[src/rtl/display_capture.sv]
// -----------------------------------------------------------------------------
// display_capture
//
// Receive-side monitor for a row-scanned LED panel. Samples the panel pins,
// rebuilds every latched row as a parallel word with its row address, measures
// how long output enable was held low after each latch, and flags protocol
// violations (wrong bit count per row, shifting/latching while the panel is lit).
//
// Configuration macro:
//   DISPLAY_CAPTURE_SYNC_EN - when defined, every pin passes through a 2-flop
//                             synchronizer before the sample register
//                             (3-cycle action latency, asynchronous source).
//                             When undefined, a single sample register is used
//                             (1-cycle latency, source must be in the clk domain).
//
// Ports:
//   clk, rst        system clock (rising edge), synchronous active-high reset
//   pin_clk         panel shift clock, data taken on its rising edge
//   pin_lat         latch, active low (row captured on its falling edge)
//   pin_oe          output enable, active low
//   pin_row         row address, captured with the latch
//   pin_data        serial data, lanes bits per shift edge
//   row_valid       one-cycle strobe, row_addr/row_data updated
//   row_addr        row address latched with the row
//   row_data        bits [c*lanes +: lanes] hold the data of the c-th shift edge
//   on_valid        one-cycle strobe, on_time updated
//   on_time         clk cycles pin_oe was low, saturating
//   frame_done      one-cycle strobe with on_valid when row_addr == rows-1
//   err_len         sticky: a latch saw a bit count other than columns
//   err_oe          sticky: shift edge or latch fall while the panel was lit
// -----------------------------------------------------------------------------
module display_capture #(
    parameter int rows        = 8,
    parameter int columns     = 32,
    parameter int lanes       = 1,
    parameter int count_width = 16,
    localparam int ra_w       = (rows > 1) ? $clog2(rows) : 1
) (
    input  logic                     clk,
    input  logic                     rst,
    input  logic                     pin_clk,
    input  logic                     pin_lat,
    input  logic                     pin_oe,
    input  logic [ra_w-1:0]          pin_row,
    input  logic [lanes-1:0]         pin_data,
    output logic                     row_valid,
    output logic [ra_w-1:0]          row_addr,
    output logic [columns*lanes-1:0] row_data,
    output logic                     on_valid,
    output logic [count_width-1:0]   on_time,
    output logic                     frame_done,
    output logic                     err_len,
    output logic                     err_oe
);

    localparam int bc_w = $clog2(columns + 1);
    localparam int dw   = columns * lanes;
    // All pins travel as one bus so data/row stay aligned with clk/lat.
    localparam int pw   = 3 + ra_w + lanes;
    // Idle pin levels: shift clock low, latch and output enable high.
    localparam logic [pw-1:0] pin_idle = {1'b0, 1'b1, 1'b1, {ra_w{1'b0}}, {lanes{1'b0}}};

    // Error-classification FSM
    localparam logic [1:0] S_SHIFT   = 2'd0;
    localparam logic [1:0] S_LATCH   = 2'd1;
    localparam logic [1:0] S_ARMED   = 2'd2;
    localparam logic [1:0] S_DISPLAY = 2'd3;

    logic [pw-1:0] pins_raw;
    logic [pw-1:0] stage_in;
    assign pins_raw = {pin_clk, pin_lat, pin_oe, pin_row, pin_data};

`ifdef DISPLAY_CAPTURE_SYNC_EN
    logic [pw-1:0] sync1_q, sync1_d;
    logic [pw-1:0] sync2_q, sync2_d;

    always_comb begin
        sync1_d = pins_raw;
        sync2_d = sync1_q;
    end

    always_ff @(posedge clk) begin
        if (rst) begin
            sync1_q <= pin_idle;
            sync2_q <= pin_idle;
        end else begin
            sync1_q <= sync1_d;
            sync2_q <= sync2_d;
        end
    end

    assign stage_in = sync2_q;
`else
    assign stage_in = pins_raw;
`endif

    // Sample register and previous levels of clk/lat/oe for edge detection
    logic [pw-1:0] samp_q, samp_d;
    logic [2:0]    prev_q, prev_d;

    logic                 s_clk, s_lat, s_oe;
    logic [ra_w-1:0]      s_row;
    logic [lanes-1:0]     s_data;
    logic                 shift_edge, lat_fall, lat_rise, oe_fall, oe_rise;

    assign s_clk  = samp_q[pw-1];
    assign s_lat  = samp_q[pw-2];
    assign s_oe   = samp_q[pw-3];
    assign s_row  = samp_q[lanes +: ra_w];
    assign s_data = samp_q[lanes-1:0];

    assign shift_edge =  s_clk & ~prev_q[2];
    assign lat_fall   = ~s_lat &  prev_q[1];
    assign lat_rise   =  s_lat & ~prev_q[1];
    assign oe_fall    = ~s_oe  &  prev_q[0];
    assign oe_rise    =  s_oe  & ~prev_q[0];

    // Row assembly and output state
    logic [dw-1:0]          shadow_q, shadow_d;
    logic [bc_w-1:0]        bit_cnt_q, bit_cnt_d;
    logic                   row_valid_q, row_valid_d;
    logic [ra_w-1:0]        row_addr_q, row_addr_d;
    logic [dw-1:0]          row_data_q, row_data_d;
    logic [count_width-1:0] cnt_q, cnt_d;
    logic                   on_valid_q, on_valid_d;
    logic [count_width-1:0] on_time_q, on_time_d;
    logic                   frame_done_q, frame_done_d;
    logic                   err_len_q, err_len_d;
    logic                   err_oe_q, err_oe_d;
    logic [1:0]             state_q, state_d;

    always_comb begin
        // NOTE: every variable gets a default first so no path leaves it
        // unassigned, which would otherwise infer a latch.
        samp_d       = stage_in;
        prev_d       = {s_clk, s_lat, s_oe};
        shadow_d     = shadow_q;
        bit_cnt_d    = bit_cnt_q;
        row_valid_d  = 1'b0;
        row_addr_d   = row_addr_q;
        row_data_d   = row_data_q;
        cnt_d        = cnt_q;
        on_valid_d   = 1'b0;
        on_time_d    = on_time_q;
        frame_done_d = 1'b0;
        err_len_d    = err_len_q;
        err_oe_d     = err_oe_q;
        state_d      = state_q;

        // Shift runs before latch so a coincident bit lands in the latched word.
        if (shift_edge) begin
            if (bit_cnt_q < bc_w'(columns)) begin
                for (int c = 0; c < columns; c++) begin
                    if (bit_cnt_q == bc_w'(c)) begin
                        shadow_d[c*lanes +: lanes] = s_data;
                    end
                end
                bit_cnt_d = bit_cnt_q + bc_w'(1);
            end else begin
                err_len_d = 1'b1;
            end
        end

        if (lat_fall) begin
            row_data_d  = shadow_d;
            row_addr_d  = s_row;
            row_valid_d = 1'b1;
            if (bit_cnt_d != bc_w'(columns)) begin
                err_len_d = 1'b1;
            end
            shadow_d  = '0;
            bit_cnt_d = '0;
        end

        // On-time: the fall counts as the first low cycle, the rise reports.
        if (oe_fall) begin
            cnt_d = count_width'(1);
        end else if (!s_oe && cnt_q != {count_width{1'b1}}) begin
            cnt_d = cnt_q + count_width'(1);
        end

        if (oe_rise) begin
            on_time_d    = cnt_q;
            on_valid_d   = 1'b1;
            frame_done_d = (row_addr_q == ra_w'(rows - 1));
        end

        case (state_q)
            S_SHIFT: begin
                if (lat_fall) state_d = S_LATCH;
            end
            S_LATCH: begin
                if (lat_rise) state_d = S_ARMED;
            end
            S_ARMED: begin
                // Skipping the display phase is legal
                if (oe_fall)         state_d = S_DISPLAY;
                else if (shift_edge) state_d = S_SHIFT;
            end
            S_DISPLAY: begin
                if (shift_edge || lat_fall) err_oe_d = 1'b1;
                if (oe_rise) state_d = S_SHIFT;
            end
            default: state_d = S_SHIFT;
        endcase
    end

    always_ff @(posedge clk) begin
        // NOTE: the shadow row register is cleared on reset as well, so a
        // partial row can never leak into the first word after reset.
        if (rst) begin
            samp_q       <= pin_idle;
            prev_q       <= 3'b011;
            shadow_q     <= '0;
            bit_cnt_q    <= '0;
            row_valid_q  <= 1'b0;
            row_addr_q   <= '0;
            row_data_q   <= '0;
            cnt_q        <= '0;
            on_valid_q   <= 1'b0;
            on_time_q    <= '0;
            frame_done_q <= 1'b0;
            err_len_q    <= 1'b0;
            err_oe_q     <= 1'b0;
            state_q      <= S_SHIFT;
        end else begin
            // NOTE: non-blocking assignments here so every flop samples the
            // pre-edge value of the others.
            samp_q       <= samp_d;
            prev_q       <= prev_d;
            shadow_q     <= shadow_d;
            bit_cnt_q    <= bit_cnt_d;
            row_valid_q  <= row_valid_d;
            row_addr_q   <= row_addr_d;
            row_data_q   <= row_data_d;
            cnt_q        <= cnt_d;
            on_valid_q   <= on_valid_d;
            on_time_q    <= on_time_d;
            frame_done_q <= frame_done_d;
            err_len_q    <= err_len_d;
            err_oe_q     <= err_oe_d;
            state_q      <= state_d;
        end
    end

    assign row_valid  = row_valid_q;
    assign row_addr   = row_addr_q;
    assign row_data   = row_data_q;
    assign on_valid   = on_valid_q;
    assign on_time    = on_time_q;
    assign frame_done = frame_done_q;
    assign err_len    = err_len_q;
    assign err_oe     = err_oe_q;

endmodule

[config.mk]
export PLATFORM = sky130hd
export DESIGN_NAME = display_capture
export DESIGN_NICKNAME = d
export VERILOG_FILES = /design/src/rtl/display_capture.sv
export SDC_FILE = /design/constraint.sdc
export NUM_CORES = 1
export LEC_CHECK = 0
export ABC_AREA = 0
export BUFFER_PORTS_ARGS = -buffer_cell sky130_fd_sc_hd__buf_2
export CORE_MARGIN = 3
export CORE_UTILIZATION = 55
export CTS_CLUSTER_DIAMETER = 50
export CTS_CLUSTER_SIZE = 16
export DETAILED_ROUTE_END_ITERATION = 12
export PLACE_DENSITY = 0.77
export SYNTH_ARGS = -nofsm -noshare
export SYNTH_HDL_FRONTEND = slang
export SYNTH_SLANG_ARGS = --single-unit
[constraint.sdc]
create_clock -name clk -period 1.85 [get_ports clk]
set_input_delay 0.37 -clock clk [delete_from_list [all_inputs] [get_ports clk]]
set_output_delay 0.37 -clock clk [all_outputs]
set_load 0.1 [all_outputs]
# After elaboration in Yosys (flattened, before gate mapping)
# Index checks and enable logic that the tools add are counted.
# classes
addsub	2
eq_ne	41
n_bitwise	11
n_lt_le_gt_ge	1
n_mux	50
n_reduce_logical	11
# ops
operator	n
$eq A6 B5 Y1 const B	16
$mux W32	2
$eq A6 B4 Y1 const B	8
$mux W1	40
$eq A6 B3 Y1 const B	4
$add A16 B1 Y16 const B	1
$ne A16 B16 Y1 const B	1
$eq A6 B2 Y1 const B	2
$mux W6	2
$mux W2	5
$pmux W2 S4	1
$add A6 B1 Y6 const B	1
$eq A6 B1 Y1 const B	1
$logic_not A6 Y1	1
$lt A6 B6 Y1 const B	1
$ne A2 B2 Y1 const B	3
$ne A6 B6 Y1 const B	1
$not A1 Y1	6
$reduce_or A2 Y1	3
$and A1 B1 Y1	5
$eq A2 B2 Y1 const B	2
$reduce_and A4 Y1	1
$eq A3 B3 Y1 const B	1
$ne A3 B3 Y1 const B	1
7 further kinds	7
# word_totals
word_cells	131
regBits	122
inputBits	9
out_inout_bits	56

# Logic depth before layout (Yosys ltp)
# depth
ltp_word	6
mapped_depth	6
depth_no_buf	5

# Worst setup path before layout
# OpenSTA, ideal clock, no wires.
# synth_path
path_type	flip-flop to flip-flop
from	register bit_cnt_q[0]
to	register err_len_q (netlist: err_len)
t_arrival_ns	1.533
path_buffers	1
required_ns	1.710
setup_time_ns	0.140
synth_period_minus_slack_ns	1.673
slack_ns	0.177
path_stages_with_launch	7
path_cell_list	dfxtp_1 ha_1 clkbuf_1 and4bb_1 or4_1 o211ai_1 o211ai_1
# synth_between
elab_chain_len	6
elab_cells_between_ends	9
classes_between	1 x add/sub; 1 x order compare; 1 x eq/ne; 6 x mux
# synth_lines
element	line	text
from (decl)	120	logic [bc_w-1:0] bit_cnt_q, bit_cnt_d;
from (signal assigned)	232	bit_cnt_q <= bit_cnt_d;
$add A6 B1 Y6 or $lt A6 B6 Y1 (tied branches)	158, 152	
$mux W6	152	if (bit_cnt_q < bc_w'(columns)) begin
$mux W6	151	if (shift_edge) begin
$ne A6 B6 Y1	168	if (bit_cnt_d != bc_w'(columns)) begin
$mux W1	168	
$mux W1 (*)	164	if (lat_fall) begin
to (signal assigned)	240	err_len_q <= err_len_d;
to (decl)	128	logic err_len_q, err_len_d;
# Mark *: on every way between the ends. The rest lies on a longest branch, timed or not.
# A chain may end at the register's enable or synchronous reset.

# Worst setup path after layout
# layout_path
from	register cnt_q[1]
to	register cnt_q[0]
# layout_between
elab_chain_len	3
# layout_lines
element	line	text
from (decl)	124	logic [count_width-1:0] cnt_q, cnt_d;
from (signal assigned)	236	cnt_q <= cnt_d;
$ne A16 B16 Y1	178	end else if (!s_oe && cnt_q != {count_width{1'b1}}) begin
$logic_and A1 B1 Y1	178	
$reduce_bool A2 Y1 (no line)	--	
# Every way passes these cells.

==> impl_metrics.ini <==
[synth]
synth_top_area_share_pct = 50.52
post-synth-top-count-cell = dfxtp_1
synth_area_leader_cell = dfxtp_1
syn_avg_cell_area_sq_um = 9.003
synth-edff-count = 0
yosys.cell_types.count = 49
yosys_warnings = 0
netlist_top_cells_count = 122 x dfxtp_1, 78 x nor2_1, 50 x nand2_1
ys_async_sr_fraction_pct = 0
ys_top_cells_by_area = dfxtp_1 51%, mux2i_1 6.6%, nor2_1 6.1%
ys_seq_elements = 122
synth_ff_type = dfxtp_1
syn_inst = 537
synth_nets = 551
syn_area_sq_mm = 0.004835
yosysSeqAreaShare_pct = 50.52

[power]
ir_drop_uv = 693.8
p_leak_nw = 2.502
seqPwrFrac_pct = 41.9
internal_power_w = 0.004766
power_frac_comb_pct = 10.1
p_per_area_mw_per_mm2 = 1113
clkPwrFrac_pct = 48.0
switchingPower_w = 0.001768
switching_share_pct = 27.06

[sta]
hold_viol_final = 0
tightestPinTransition_ps = 483.8
finClkSkew_ps = 8.480
timing.fmax_mhz = 560.5
worst_hold_slack_ps = 36.54
fin_crit_ps = 1784
fin_tns_setup_ps = 0
fin_ws_ps = 65.95
slew_viol_final = 0
finalSetupViolations = 0
relSlewSlack_pct = 67.63
fin_crit_sh_pct = 96.44

[cts]
cts_htree_levels = 4
clk_pin_slew_worst_paths_ps = 60
cts_buffers = 17
clockBufferDepth = 2
clock_sinks = 122
clk_latency_ps = 520
cts_tree = built
cts_root_buffer = clkbuf_8

[setup_path]
critPathBufInv = 1
worst_path_largest_cell_delay_ps = 410
arrival_ps = 2210
critPathKind = reg -> reg
start_kind = flop
critical_path.endpoint_type = flop
crit_chain = ha_2 -> nand4_1 -> nor4_4 -> buf_4 -> nor4b_1 -> a211oi_1
cp_max_fo = 5
cp_top_family = simple AND/OR/NAND/NOR gates
crit_required_ps = 2270
crit_slowest_cell = nor4_4

[place]
post-dp-hpwl_microns = 6975
gp_congestion = 0.8181
io_buffers = 64
dp_slack_ps = 6.837

[run]
maxCapViolations = 0

[die]
core-area_sq_mm = 0.008382
fp.dieArea_sq_mm = 0.009951
start_util_pct = 57.68
ios = 65
die_h_microns = 99.76
fp-row-count = 33
die_x_microns = 99.76

[routing]
via_per_inst = 5.608
drc = 0
wl_microns = 10700
avgRoutedWirePerCell_microns = 14.89
drtIter0Drc = 258
drt.antenna.violating_nets = 0
num_vias = 4032
dr.pass1.iters = 5

[grt]
grt_most_used_layer = met2
grt_use_met2_pct = 32.94
antenna_found_initial = 0
grt_pass1_wl_microns = 17840
grt_overflow = 0
first_global_vias = 3790
grt_start_max_net_pins = 43
grt.total_usage_pct = 22.38
use_met3_pct = 6.171
gr-usage-met1_pct = 30.55

[cells_and_area]
antenna-diode-count = 0
final.fill_count = 637
drive_gt1_share_pct = 21.99
area_growth_pct = 21.40
layout.nets = 615

[worst_hold_path]
hold_path_class = in -> reg

[status]
status = finished, final reports clean
placed cells by master, fill, tap and decap left out, types with 6 or more instances in the layout:
| cell | n |
|---|---|
| dfxtp_1 | 121 |
| nor2_1 | 78 |
| buf_2 | 64 |
| nand2_1 | 50 |
| nand3_1 | 40 |
| a21oi_1 | 35 |
| a211oi_1 | 34 |
| mux2i_1 | 32 |
| buf_4 | 22 |
| clkbuf_16 | 16 |
| nor2b_1 | 12 |
| o21ai_0 | 12 |
| or3_1 | 9 |
| inv_1 | 7 |
| nand4_1 | 6 |
| o211ai_1 | 6 |
| clkinvlp_4 | 6 |
flip-flops by register name, indices dropped and copies added, names as in the netlist:
signal	count
frame_done	1
on_time	16
err_len	1
samp_q	7
row_data	32
prev_q	3
state_q	2
row_valid	1
row_addr	3
shadow_q	32
bit_cnt_q	6
err_oe	1
cnt_q	16
on_valid	1
worst paths after layout:
kind	startpoint	endpoint	slack [ps]	cells after the start
worst max-delay path	cnt_q[1]	cnt_q[0]	70	6
worst max register to register	cnt_q[1]	cnt_q[0]	70	6
worst min register to register	samp_q[3]	row_addr[2]	440	2
worst min-delay path	pin_oe	samp_q[4]	40	2
layer usage:
layer	part of all wire, %	vias to the layer above	routed length (microns)
met3	5.6	13	604
met5	0	-	0
li1	-	2006	-
met1	47	1919	5029
met4	1.0	0	110
met2	46	94	4959
worst reg2reg max path: stages (launching register included):
cell and delay, ps:
dfxtp_1 400, ha_2 230, nand4_1 220, nor4_4 410
buf_4 200, nor4b_1 50, a211oi_1 180
per-stage QoR:
| step | total power, W | std cells | area, sq um | utilization [%] |
|---|---|---|---|---|
| 4_1_cts | 0.006588 | 716 | 5843 | 69.71 |
| 3_3_place_gp | 0.003433 | 684 | 5265 | 62.82 |
| 6_report | 0.006534 | 719 | 5869 | 70.03 |
| 3_5_place_dp | 0.003446 | 684 | 5265 | 62.82 |
| 2_1_floorplan | 0.003324 | 537 | 4835 | - |
| 5_1_grt | 0.006745 | 719 | 5869 | 70.03 |
what timing repair did:
action	in CTS	in global routing
endpoints found under the setup margin	1	11
gates resized for setup	0	2
pin swaps	1	1
buffers inserted	0	3
hold buffers	0	0
kinds of logic after synthesis:
group | synth area share, %
DFF | 50.52
buffers and inverters | 4.089
AOI/OAI and AO/OA | 12.94
adders and majority gates | 1.294
muxes | 6.625
and+or+nand+nor | 23.99
xor gates and xnor gates | 0.5436
area by class of cell:
class                      instances  area (sq um)  share of cell area [%]
clock buffer                      18         427.9                   7.291
clock inverter                    14         150.1                   2.558
inverter                           7         26.28                  0.4477
multi-input combinational        367          2205                   37.56
sequential                       122          2444                   41.63
tap                              105         131.4                   2.238
timing repair buffer              86         485.5                   8.271
power groups by stage:
stage          sequential [W]  combinational [W]  clock, W
2_1_floorplan         0.00314           0.000189         0
3_3_place_gp          0.00279           0.000644         0
3_5_place_dp          0.00279           0.000655         0
4_1_cts               0.00274           0.000658   0.00319
5_1_grt               0.00274           0.000695   0.00331
6_report              0.00274           0.000658   0.00314
No activity file was read; power rests on OpenSTA's default activity.
